`src/rtl/bitfusion_pkg.sv`:
```
// Shared types and helpers for the bitfusion wavefront sequencer.
package bitfusion_pkg;

    localparam logic [2:0] BW_2B = 3'b001;
    localparam logic [2:0] BW_4B = 3'b010;
    localparam logic [2:0] BW_8B = 3'b100;

    typedef enum logic [2:0] {
        ST_IDLE  = 3'd0,
        ST_CLEAR = 3'd1,
        ST_RUN   = 3'd2,
        ST_DRAIN = 3'd3,
        ST_DONE  = 3'd4
    } wf_state_t;

    // Beats per 32-bit word: only an 8-bit operand needs two passes.
    function automatic logic [1:0] beats_of(input logic [2:0] in_bw, input logic [2:0] wt_bw);
        if ((in_bw == BW_8B) || (wt_bw == BW_8B)) begin
            beats_of = 2'd2;
        end else begin
            beats_of = 2'd1;
        end
    endfunction

    function automatic logic bw_valid(input logic [2:0] bw);
        case (bw)
            BW_2B, BW_4B, BW_8B: bw_valid = 1'b1;
            default:             bw_valid = 1'b0;
        endcase
    endfunction

endpackage

```
`src/rtl/bitfusion_wavefront_ctrl.sv`:
```
// Sequencer producing the staggered read-enable wavefront for a ROWS x COLS
// bitfusion array: clear, run the skewed window, drain the pipe, then signal done.
module bitfusion_wavefront_ctrl
    import bitfusion_pkg::*;
#(
    parameter  int ROWS     = 2,
    parameter  int COLS     = 2,
    parameter  int MAX_K    = 256,
    parameter  int PIPE_LAT = 2,
    localparam int KW_W     = $clog2(MAX_K + 1)
) (
    input  logic                   clk,
    input  logic                   nRST,
    input  logic                   start,
    input  logic                   abort,
    input  logic [KW_W-1:0]        k_words,
    input  logic [2:0]             input_bitwidth,
    input  logic [2:0]             weight_bitwidth,
    output logic                   busy,
    output logic                   done,
    output logic                   err,
    output logic [ROWS-1:0]        acc_clear,
    output logic [ROWS-1:0]        input_rd_en,
    output logic [ROWS*COLS-1:0]   weight_rd_en,
    output logic [ROWS-1:0]        input_beat,
    output logic [ROWS-1:0]        input_word_adv
);

    localparam int T_W = $clog2(MAX_K * 2 + ROWS + COLS);
    localparam logic [T_W-1:0] DRAIN_LAST = T_W'((PIPE_LAT > 0) ? (PIPE_LAT - 1) : 0);
    localparam logic [T_W-1:0] SKEW       = T_W'(ROWS + COLS - 2);

    wf_state_t              state_r;
    wf_state_t              state_nx_s;
    logic [T_W-1:0]         t_r;
    logic [T_W-1:0]         t_nx_s;
    logic [T_W-1:0]         len_r;
    logic [T_W-1:0]         trun_s;
    logic                   dbl_r;
    logic                   cfg_ok_s;
    logic                   accept_s;
    logic                   run_nx_s;
    logic [ROWS*COLS-1:0]   win_s;
    logic [ROWS-1:0]        row_en_s;
    logic [ROWS-1:0]        row_beat_s;
    logic [ROWS-1:0]        row_adv_s;

    assign cfg_ok_s = (k_words != {KW_W{1'b0}}) && (k_words <= KW_W'(MAX_K)) &&
                      bw_valid(input_bitwidth) && bw_valid(weight_bitwidth);
    assign accept_s = (state_r == ST_IDLE) && start && cfg_ok_s;
    assign trun_s   = len_r + SKEW;
    assign run_nx_s = (state_nx_s == ST_RUN);

    // Next state and counter; t doubles as the drain counter.
    always_comb begin
        state_nx_s = state_r;
        t_nx_s     = {T_W{1'b0}};
        if (abort && (state_r != ST_IDLE)) begin
            state_nx_s = ST_IDLE;
        end else begin
            case (state_r)
                ST_IDLE: begin
                    if (accept_s) begin
                        state_nx_s = ST_CLEAR;
                    end else begin
                        state_nx_s = ST_IDLE;
                    end
                end
                ST_CLEAR: state_nx_s = ST_RUN;
                ST_RUN: begin
                    if (t_r == (trun_s - T_W'(1))) begin
                        state_nx_s = (PIPE_LAT == 0) ? ST_DONE : ST_DRAIN;
                    end else begin
                        t_nx_s = t_r + T_W'(1);
                    end
                end
                ST_DRAIN: begin
                    if (t_r == DRAIN_LAST) begin
                        state_nx_s = ST_DONE;
                    end else begin
                        t_nx_s = t_r + T_W'(1);
                    end
                end
                ST_DONE: state_nx_s = ST_IDLE;
                default: state_nx_s = ST_IDLE;
            endcase
        end
    end

    // Windows are evaluated on the next-cycle t so the registered enables line up with RUN.
    for (genvar r = 0; r < ROWS; r++) begin : g_row
        for (genvar c = 0; c < COLS; c++) begin : g_col
            localparam logic [T_W-1:0] OFS = T_W'(r + c);
            assign win_s[r*COLS+c] = (t_nx_s >= OFS) && (t_nx_s < (OFS + len_r));
        end
        localparam logic ODD = 1'((r % 2) != 0);
        assign row_en_s[r]   = win_s[r*COLS];
        assign row_beat_s[r] = row_en_s[r] & dbl_r & (t_nx_s[0] ^ ODD);
        assign row_adv_s[r]  = row_en_s[r] & (~dbl_r | row_beat_s[r]);
    end

    // State, latched job config and registered outputs.
    always_ff @(posedge clk or negedge nRST) begin
        if (!nRST) begin
            state_r        <= ST_IDLE;
            t_r            <= {T_W{1'b0}};
            len_r          <= {T_W{1'b0}};
            dbl_r          <= 1'b0;
            busy           <= 1'b0;
            done           <= 1'b0;
            err            <= 1'b0;
            acc_clear      <= {ROWS{1'b0}};
            input_rd_en    <= {ROWS{1'b0}};
            weight_rd_en   <= {(ROWS*COLS){1'b0}};
            input_beat     <= {ROWS{1'b0}};
            input_word_adv <= {ROWS{1'b0}};
        end else begin
            state_r <= state_nx_s;
            t_r     <= t_nx_s;
            if (accept_s) begin
                dbl_r <= (beats_of(input_bitwidth, weight_bitwidth) == 2'd2);
                if (beats_of(input_bitwidth, weight_bitwidth) == 2'd2) begin
                    len_r <= T_W'({k_words, 1'b0});
                end else begin
                    len_r <= T_W'(k_words);
                end
            end
            busy           <= (state_nx_s != ST_IDLE);
            done           <= (state_nx_s == ST_DONE);
            err            <= (state_r == ST_IDLE) && start && !cfg_ok_s;
            acc_clear      <= {ROWS{state_nx_s == ST_CLEAR}};
            weight_rd_en   <= run_nx_s ? win_s      : {(ROWS*COLS){1'b0}};
            input_rd_en    <= run_nx_s ? row_en_s   : {ROWS{1'b0}};
            input_beat     <= run_nx_s ? row_beat_s : {ROWS{1'b0}};
            input_word_adv <= run_nx_s ? row_adv_s  : {ROWS{1'b0}};
        end
    end

endmodule

```
`config.mk`:
```
export PLATFORM = sky130hd
export DESIGN_NAME = bitfusion_wavefront_ctrl
export DESIGN_NICKNAME = d
export VERILOG_FILES = /design/src/rtl/bitfusion_pkg.sv /design/src/rtl/bitfusion_wavefront_ctrl.sv
export SDC_FILE = /design/constraint.sdc
export NUM_CORES = 1
export LEC_CHECK = 0
export BUFFER_PORTS_ARGS = -buffer_cell sky130_fd_sc_hd__buf_2
export CAP_MARGIN = 20
export CORE_MARGIN = 8
export CORE_UTILIZATION = 28
export DETAILED_ROUTE_END_ITERATION = 16
export PLACE_DENSITY_LB_ADDON = 0.08
export SKIP_LAST_GASP = 1
export SYNTH_ARGS = -nofsm -noshare
export SYNTH_HDL_FRONTEND = slang
export SYNTH_SLANG_ARGS = --single-unit
```
`constraint.sdc`:
```
create_clock -name clk -period 8 [get_ports clk]
set_input_delay 0.8 -clock clk [delete_from_list [all_inputs] [get_ports clk]]
set_output_delay 0.8 -clock clk [all_outputs]
set_load 0.05 [all_outputs]
```
==> summary.md, run 1 <==
| Metric | Value |
|---|---|
| H-tree depth | 2 |
| Slew @ Worst Pin | 0.951 ns |
| Die Span Y | 121 µm |
| Cell Pwr Density | 207 mW/mm² |
| Antenna violations before repair | 0 |
| Critical Path Fanout Max | 12 |
| Die area | 0.0146 mm² |
| Via count | 2502 |
| Postcts setup bufs | 0 |
| Hold endpoint | len_r[8]$_DFFE_PN0P_ |
| Gr ovfl total | 0 |
| Hold Buf Count CTS | 0 |
| Setup TNS | 0 ns |
| Outcome | complete, no violations |
| Post-synth EDFFs | 0 |
| Number of gates resized after cts | 0 |
| Syn Nets | 403 |
| Core outline area | 0.0108 mm² |
| Antenna-violating nets left | 0 |
| Drc violations | 0 |
| Critical path type | reg -> reg |
| Vias in the first global route | 2578 |
| Final Hold Vio Count | 0 |
| CP Capture Type | flip-flop |
| Leakage | 1.63 nW |
| Endpoints failing setup | 0 |
| Final Net Count | 425 |
| CTS sink count | 35 |
| DRT iter0 DRCs | 112 |
| RR Endpoint | input_beat[0]$_DFF_PN0_ |
| Hold_sp | len_r[8]$_DFFE_PN0P_ |
| Worst EP required | 8.24 ns |
| Initial Util | 28.5% |
| Crit path time final | 5.50 ns |
| Die W | 121 µm |
| Post-synthesis register bit count | 35 |
| Fraction of layout cells with a size suffix above 1 | 13.6% |
| Clock Skews | 0.00550 ns |
| R2R setup slack | 2.50 ns |
| Ys flop type | dfrtp_1 |
| Area growth syn-to-layout | 12.4% |
| Port Buffer Count | 33 |
| Total routed wirelength | 8.34 mm |
| Clock Path Buffers | 2 |
| Dpl hpwl | 6.81 mm |
| Hold Path Depth | 2 |
| Peak supply drop | 0.000110 V |
| IO Pins | 34 |
| Post-route clock period utilization | 68.7% |
| # fillers | 1185 |
| Mapped Cells | 352 |
| Synth Cell Area | 0.00308 mm² |
| RSZ-0062 raised after global routing | no |
| GRT Total Usage | 11.9% |
| CTS root buffer | clkbuf_8 |
| Sequential-to-total area share from yosys stat | 28.5% |
| Hold/Removal Path Class | reg -> reg |
| Clock latency on the worst-skew pair | 0.30 ns |
| DR pass1 iterations | 4 |
| Inserted Diodes | 0 |
| First-pass GRT wire length | 13.7 mm |
| YS warnings | 0 |
| Total clock buffers created by CTS | 5 |
| Maximum number of pins on one net before global-route repair | 36 |
| Arr. time, crit path | 5.74 ns |
| FMAX | 182 MHz |
| CTS tree | yes |
| Clk slew on worst S/H paths | 0.08 ns |
| Site row count | 38 |
| FFs w/ async S/R, synth | 100% |
| Fin. max-slew vios | 0 |
| Max-cap violations | 0 |
| DP Area | 0.00332 mm² |
| Slew headroom | 36.2% |
| Global placement routability congestion | 0.807 |
| R2R Path Start | len_r[1]$_DFFE_PN0P_ |
| Library cells used by synthesis | 62 |
| Wire length per cell | 16.2 µm |
| Startpoint types | flip-flop |
| Overall power | 714 µW |
| Mean Syn Cell Area | 8.74 µm² |
| Via density | 4.86 |
| Final instance area | 0.00346 mm² |
| Reg2Reg Depth | 18 |
## layer usage
metal  share of wire (%)  GRT usage [%]  wire length [µm]  vias up
li1                    -              -                 -     1286
met1                  52           17.3              4330     1167
met2                  45           17.9              3720       42
met3                 2.7           1.72               221        7
met4                0.84           2.81                70        0
met5                   0              0                 0        -
## critical path: stages (launching register included)
cell	delay, ns
dfrtp_1	0.50
ha_1	0.39
xor2_2	0.23
inv_2	0.14
nand3_4	0.12
xor3_1	0.36
or3_1	0.36
nor4_4	0.36
o21ai_1	0.24
o21ai_1	0.70
nor2_1	0.25
ha_1	0.37
a21oi_1	0.18
inv_1	0.10
a211o_1	0.31
o22ai_1	0.17
a2111oi_0	0.13
a211oi_2	0.31
and4b_1	0.22
## how the worst max path moves through the flow
stage	from	cells after the start	slack (ns)	endpoint
finish	len_r[1]$_DFFE_PN0P_	18	2.50	input_beat[0]$_DFF_PN0_
CTS	len_r[1]$_DFFE_PN0P_	18	2.46	input_beat[0]$_DFF_PN0_
global placement	len_r[1]$_DFFE_PN0P_	18	2.68	input_beat[0]$_DFF_PN0_
global route	len_r[1]$_DFFE_PN0P_	18	1.97	input_word_adv[0]$_DFF_PN0_
floorplan	len_r[1]$_DFFE_PN0P_	20	3.59	input_beat[0]$_DFF_PN0_
detailed placement	len_r[1]$_DFFE_PN0P_	18	2.49	input_beat[0]$_DFF_PN0_
## synthesized netlist by cell type, types with 2 or more instances
cell type	number	area, µm²
a211oi_1	2	15.0
a21boi_1	2	15.0
a21o_1	9	67.6
a21oi_1	15	75.1
a22oi_1	2	15.0
and3_1	4	25.0
and4b_1	2	20.0
buf_2	6	30.0
buf_4	4	30.0
clkbuf_1	8	30.0
dfrtp_1	35	876
ha_1	32	400
inv_1	18	67.6
inv_2	3	11.3
mux2i_1	9	90.1
nand2_1	28	105
nand2b_1	2	12.5
nand3_1	14	70.1
nand4_1	7	43.8
nor2_1	31	116
nor2b_1	5	31.3
nor3_1	9	45.0
nor4_1	3	18.8
nor4bb_1	2	20.0
o211ai_1	3	22.5
o21ai_0	11	55.1
o21ai_1	13	65.1
o31ai_1	2	15.0
or3_1	3	18.8
or4_1	2	15.0
xnor2_1	27	236
xnor3_1	2	45.0
xor2_1	8	70.1
## cells by family (layout without fill, tap and decap cells)
family	Yosys count	in the layout	share of synthesized area, %
buffers and inverters	40	63	5.86
AO/OA/AOI/OAI	74	74	15.8
flip-flops	35	35	28.5
XOR/XNOR	39	39	12.7
adder cells (fa/ha/maj)	33	33	13.3
multiplexers	9	9	2.93
AND/OR/NAND/NOR	122	122	20.9
## power breakdown
| part | internal, mW | switching, mW | total [mW] |
|---|---|---|---|
| logic | 0.120 | 0.155 | 0.275 |
| registers | 0.194 | 0.0450 | 0.239 |
| clock network | 0.124 | 0.0763 | 0.201 |
| total | 0.438 | 0.276 | 0.714 |
## registers in the layout (all words and copies together) (netlist names)
signal,count
done,1
err,1
dbl_r,1
busy,1
weight_rd_en,3
acc_clear,1
state_r,3
len_r,10
input_beat,2
input_word_adv,2
t_r,10
## stage by stage
stage | std cells | setup WS, ns | hold slack, ns | util, %
after floorplan | 352 | 3.59 | 0.467 | -
after global placement | 507 | 2.68 | 0.532 | 30.8
after detailed placement | 507 | 2.49 | 0.551 | 30.8
after CTS | 515 | 2.46 | 0.570 | 32.1
after global routing | 515 | 1.97 | 0.613 | 32.1
final | 515 | 2.50 | 0.572 | 32.1
## cell type report
cell class | instances | area, µm² | area share [%]
multi-input cells | 277 | 2020 | 58.4
flip-flops and latches | 35 | 876 | 25.3
well taps | 140 | 175 | 5.06
repair buffers | 34 | 173 | 4.99
inverters | 21 | 78.8 | 2.28
clock buffers | 5 | 68.8 | 1.99
clock inverters | 3 | 67.6 | 1.95
## layout by cell type, fill, tap and decap left out, types with 2 or more instances in the layout
| cell | count |
|---|---|
| nand4_1 | 7 |
| or3_1 | 3 |
| clkbuf_8 | 5 |
| and3_1 | 4 |
| dfrtp_1 | 35 |
| o21ai_0 | 11 |
| nor4_1 | 3 |
| xor2_1 | 8 |
| inv_2 | 3 |
| ha_1 | 32 |
| o211ai_1 | 3 |
| nor2b_1 | 5 |
| nand2b_1 | 2 |
| a22oi_1 | 2 |
| a21o_1 | 9 |
| mux2i_1 | 9 |
| a21boi_1 | 2 |
| nor3_1 | 9 |
| inv_1 | 18 |
| o21ai_1 | 13 |
| nand3_1 | 14 |
| o31ai_1 | 2 |
| a21oi_1 | 15 |
| nor4bb_1 | 2 |
| buf_2 | 33 |
| or4_1 | 2 |
| xnor2_1 | 27 |
| nand2_1 | 28 |
| xnor3_1 | 2 |
| bufinv_16 | 2 |
| and4b_1 | 2 |
| nor2_1 | 31 |
| a211oi_1 | 2 |
Note: power is estimated with default switching activity, not from simulation.
==> run 2: changes to the inputs <==
- clock period: 8 -> 4.5 ns (I/O delays scaled with it)
==> summary.md, run 2 (synthesis results as in run 1) <==
| Metric | Value |
|---|---|
| Outcome | complete, no violations |
| Crit-path slowest cell | dfrtp_1 |
| M1 WL | 4.35 mm |
| CTS sink count | 35 |
| Drc violations | 0 |
| Clk slew on worst S/H paths | 0.08 ns |
| Slew headroom | 45.7% |
| Post-route clock period utilization | 94.2% |
| IO Pins | 34 |
| Buf/Inv on CP | 3 |
| Crit-path leading delay family | compound AO/OA/AOI/OAI gates |
| Max-cap violations | 0 |
| FMAX | 236 MHz |
| Global placement routability congestion | 0.825 |
| Worst-path cell chain | ha_2, xor2_2, inv_2, nand3_4, xor3_1, or3_4, nor4_4, o21ai_1, o21ai_1, buf_4, nor2_2, ha_1, a21oi_2, inv_1, a211o_1, o22ai_1, a2111oi_1, a211oi_2, and4b_1 |
| Clock latency on the worst-skew pair | 0.28 ns |
| Worst EP required | 4.72 ns |
| Hold Buf Count CTS | 0 |
| DP Area | 0.00347 mm² |
| Gr ovfl total | 0 |
| Overall power | 1.29 mW |
| Critical Path Max Stage Delay | 0.43 ns |
| Slew @ Worst Pin | 0.815 ns |
| RR Endpoint | input_beat[0]$_DFF_PN0_ |
| Clock Skews | 0.00456 ns |
| Most common cell after layout, fill and taps aside | dfrtp_1 |
| Dpl hpwl | 7.26 mm |
| Via count | 2625 |
| H-tree depth | 2 |
| Cell Count Post-Placement | 527 |
| Initial Util | 28.5% |
| Clock Path Buffers | 2 |
| Reg2Reg Depth | 19 |
| Final Hold Vio Count | 0 |
| WL met3 | 202 µm |
| Hold/Removal Path Class | in -> async |
| Peak supply drop | 0.000128 V |
| Commonest non-fill, non-tap cells in the layout | dfrtp_1 (35), buf_2 (33), ha_1 (31) |
| Inserted Diodes | 0 |
| Via density | 4.86 |
| R2R Path Start | len_r[1]$_DFFE_PN0P_ |
| Endpoints failing setup | 0 |
| GRT Total Usage | 12.1% |
| DR top layer | met4 |
| CTS tree | yes |
| PnR worst setup slack | 0.260 ns |
| Arr. time, crit path | 4.46 ns |
| Largest registers | len_r: 10 flops, t_r: 10 flops |
| First-pass GRT wire length | 14.0 mm |
| Antenna violations before repair | 0 |
| Critical Path Fanout Max | 6 |
| Startpoint types | flip-flop |
| Wire length per cell | 16.1 µm |
| Final instance area | 0.00367 mm² |
| Cell Pwr Density | 351 mW/mm² |
| Most used cell, CP | o21ai_1 |
| Post-route non-filler standard cell count | 540 |
| Fraction of layout cells with a size suffix above 1 | 21.3% |
| Final Net Count | 450 |
| DR pass1 iterations | 4 |
| Critical path type | reg -> reg |
| Port Buffer Count | 33 |
| Total clock buffers created by CTS | 5 |
| Core outline area | 0.0108 mm² |
| Met2 wire len | 4.04 mm |
| Die Span Y | 121 µm |
| Crit path time final | 4.24 ns |
| Fin. max-slew vios | 0 |
| Die area | 0.0146 mm² |
| Area growth syn-to-layout | 19.2% |
| Total routed wirelength | 8.70 mm |
| Antenna-violating nets left | 0 |
| CTS root buffer | clkbuf_8 |
| Leakage | 1.76 nW |
| DRT iter0 DRCs | 104 |
| Maximum number of pins on one net before global-route repair | 36 |
| CP Capture Type | flip-flop |
| Site row count | 38 |
| Vias in the first global route | 2613 |
| Die W | 121 µm |
| R2R setup slack | 0.26 ns |
| Dpl ws | 0.0341 ns |
run 2: cell count changes in the layout (fill, tap and decap cells not counted), sizes merged:
cell,before,now
buf,34,59
clkinvlp,1,0
clkbuf,5,6
bufinv,2,1
clkinv,0,1
run 2: cell type report:
type                            count  area, µm²
Inverter                           21       78.8
Timing Repair Buffer               59        360
Sequential cell                    35        876
Multi-Input combinational cell    277       2060
Clock inverter                      2       35.0
Fill cell                        1144       7120
Clock buffer                        6       82.6
Tap cell                          140        175
run 2: metrics by stage:
step                TNS (ns)  hold WS, ns  util, %
global route         -0.0538        0.330     34.0
global placement           0        0.512     32.2
finish                     0        0.256     34.0
floorplan                  0        0.154        -
CTS                        0        0.289     33.3
detailed placement         0        0.521     32.2
run 2: routing by layer:
layer  up-vias  global-route usage, %
met4         0                   2.73
li1       1345                      -
met5         -                      0
met2        45                   19.4
met3         6                   1.91
met1      1229                   16.8
run 2: worst max path at each step:
stage	from	end	slack [ns]	cells past startpoint
final	len_r[1]$_DFFE_PN0P_	input_beat[0]$_DFF_PN0_	0.26	19
after global routing	len_r[1]$_DFFE_PN0P_	input_beat[0]$_DFF_PN0_	-0.04	19
after CTS	len_r[1]$_DFFE_PN0P_	weight_rd_en[3]$_DFF_PN0_	0.006	20
after detailed placement	len_r[1]$_DFFE_PN0P_	weight_rd_en[3]$_DFF_PN0_	0.03	20
after global placement	len_r[1]$_DFFE_PN0P_	weight_rd_en[3]$_DFF_PN0_	0.13	20
after floorplan	len_r[1]$_DFFE_PN0P_	input_beat[0]$_DFF_PN0_	0.09	20
run 2: what timing repair did:
item / CTS / global route
resized for setup: 0 / 10
buffers inserted: 0 / 5
setup endpoints to repair: 0 / 7
run 2: power by group:
| part | switching, mW | internal (mW) | total, mW |
|---|---|---|---|
| Clock | 0.120 | 0.179 | 0.299 |
| Combinational | 0.340 | 0.265 | 0.606 |
| Sequential | 0.0366 | 0.346 | 0.382 |
| Total | 0.497 | 0.790 | 1.29 |
run 2: worst register-to-register path, cell delays in order (launching register included):
cell	delay (ns)
dfrtp_1	0.43
ha_2	0.23
xor2_2	0.19
inv_2	0.12
nand3_4	0.12
xor3_1	0.36
or3_4	0.35
nor4_4	0.17
o21ai_1	0.13
o21ai_1	0.18
buf_4	0.18
nor2_2	0.08
ha_1	0.31
a21oi_2	0.17
inv_1	0.08
a211o_1	0.30
o22ai_1	0.17
a2111oi_1	0.11
a211oi_2	0.29
and4b_1	0.22
==> run 3: changes to the inputs <==
- RECOVER_POWER: not set -> 25
==> summary.md, run 3 (synthesis results as in run 1) <==
| Metric | Value |
|---|---|
| Gr ovfl total | 0 |
| Worst EP required | 4.72 ns |
| Cell Count Post-Placement | 527 |
| Via count | 2625 |
| DRT iter0 DRCs | 104 |
| Critical Path Fanout Max | 6 |
| IO Pins | 34 |
| CP Capture Type | flip-flop |
| Final Hold Vio Count | 0 |
| Inserted Diodes | 0 |
| Cell Pwr Density | 351 mW/mm² |
| Setup TNS | 0 ns |
| Die area | 0.0146 mm² |
| Wire length per cell | 16.1 µm |
| DP Area | 0.00347 mm² |
| Largest registers | len_r: 10 flops, t_r: 10 flops |
| Clk slew on worst S/H paths | 0.08 ns |
| Peak supply drop | 0.000128 V |
| Fraction of layout cells with a size suffix above 1 | 21.0% |
| Slew @ Worst Pin | 1.95 ns |
| Area growth syn-to-layout | 19.2% |
| Hold Buf Count CTS | 0 |
| Arr. time, crit path | 4.46 ns |
| Startpoint types | flip-flop |
| Endpoints failing setup | 0 |
| Fin. max-slew vios | 36 |
| Vias in the first global route | 2613 |
| Failing checks | capacitance limit, slew limit |
| Combinational power share | 47.1% |
| Post-route non-filler standard cell count | 540 |
| Seq pwr share | 29.7% |
| FMAX | 236 MHz |
| Clock Skews | 0.00456 ns |
| R2R setup slack | 0.26 ns |
| Maximum number of pins on one net before global-route repair | 36 |
| R2R Path Start | len_r[1]$_DFFE_PN0P_ |
| Leakage | 1.76 nW |
| DR pass1 iterations | 4 |
| Total routed wirelength | 8.71 mm |
| Sw power | 497 µW |
| Final instance area | 0.00367 mm² |
| Internal power | 790 µW |
| Dpl hpwl | 7.26 mm |
| Clock Path Buffers | 2 |
| Slew headroom | -30.0% |
| Total clock buffers created by CTS | 5 |
| Clock latency on the worst-skew pair | 0.28 ns |
| Die Span Y | 121 µm |
| Commonest non-fill, non-tap cells in the layout | dfrtp_1 (35), buf_2 (32), ha_1 (31) |
| Reg2Reg Depth | 19 |
| Site row count | 38 |
| CTS sink count | 35 |
| Crit path time final | 4.24 ns |
| Switch share | 38.6% |
| Max-cap violations | 1 |
| Critical path type | reg -> reg |
| Drc violations | 0 |
| H-tree depth | 2 |
| CTS root buffer | clkbuf_8 |
| Most common cell after layout, fill and taps aside | dfrtp_1 |
| Worst setup endpoint | input_beat[0]$_DFF_PN0_ |
| RR Endpoint | input_beat[0]$_DFF_PN0_ |
| PnR worst setup slack | 0.260 ns |
| Dpl ws | 0.0341 ns |
| CTS tree | yes |
| Antenna-violating nets left | 0 |
| Initial Util | 28.5% |
| Port Buffer Count | 33 |
| Final Net Count | 450 |
| GRT Total Usage | 12.1% |
| Core outline area | 0.0108 mm² |
| Worst Setup SP | len_r[1]$_DFFE_PN0P_ |
| Clock power share | 23.2% |
| First-pass GRT wire length | 14.0 mm |
| Post-route clock period utilization | 94.2% |
| Die W | 121 µm |
| Antenna violations before repair | 0 |
| Global placement routability congestion | 0.825 |
| Outcome | complete, but fails checks |
| Hold/Removal Path Class | in -> reg |
| Via density | 4.86 |
## run 3: critical path, stage by stage (launching register included)
cell and delay [ns]:
dfrtp_1 0.43, ha_2 0.23, xor2_2 0.19, inv_2 0.12, nand3_4 0.12, xor3_1 0.36
or3_4 0.35, nor4_4 0.17, o21ai_1 0.13, o21ai_1 0.18, buf_4 0.18, nor2_2 0.07
ha_1 0.31, a21oi_2 0.17, inv_1 0.08, a211o_1 0.30, o22ai_1 0.17, a2111oi_1 0.11
a211oi_2 0.29, and4b_1 0.22
## run 3: per-layer routing
| metal | vias to the layer above | track usage, % | wire [µm] |
|---|---|---|---|
| li1 | 1345 | - | - |
| met1 | 1229 | 16.8 | 4360 |
| met2 | 45 | 19.4 | 4040 |
| met3 | 6 | 1.91 | 202 |
| met4 | 0 | 2.73 | 110 |
| met5 | - | 0 | 0 |
## run 3: how the worst min path moves through the flow
stage	from	end	slack (ns)	depth (start not counted)
2_1_floorplan	nRST	acc_clear[0]$_DFF_PN0_	0.15	0
3_3_place_gp	len_r[4]$_DFFE_PN0P_	len_r[4]$_DFFE_PN0P_	0.51	2
3_5_place_dp	len_r[4]$_DFFE_PN0P_	len_r[4]$_DFFE_PN0P_	0.52	2
4_1_cts	nRST	dbl_r$_DFFE_PN0P_	0.29	1
5_1_grt	abort	state_r[2]$_DFF_PN0_	0.41	2
6_report	abort	state_r[2]$_DFF_PN0_	0.40	2
## run 3: through the flow
| step | power, mW | hold slack [ns] | utilization (%) |
|---|---|---|---|
| finish | 1.29 | 0.397 | 34.0 |
| detailed placement | 0.981 | 0.521 | 32.2 |
| global route | 1.38 | 0.408 | 34.0 |
| floorplan | 0.801 | 0.154 | - |
| CTS | 1.29 | 0.289 | 33.3 |
| global placement | 0.989 | 0.512 | 32.2 |
## run 3: what timing repair did
action	in CTS	in global routing
gates resized for setup	0	10
buffers inserted	0	5
endpoints found under the setup margin	0	7
## run 3: area by class of cell
class	instances	area, µm²
Tap cell	140	175
Sequential cell	35	876
Inverter	21	78.8
Timing Repair Buffer	59	359
Clock inverter	2	35.0
Fill cell	1144	7130
Clock buffer	6	82.6
Multi-Input combinational cell	277	2060
## run 3: power groups by stage
stage                     clock network, mW  registers (mW)  logic, mW
after floorplan                           0           0.387      0.414
after global placement                    0           0.388      0.601
after detailed placement                  0           0.389      0.591
after CTS                             0.311           0.383      0.595
after global routing                  0.322           0.387      0.675
final                                 0.299           0.382      0.606
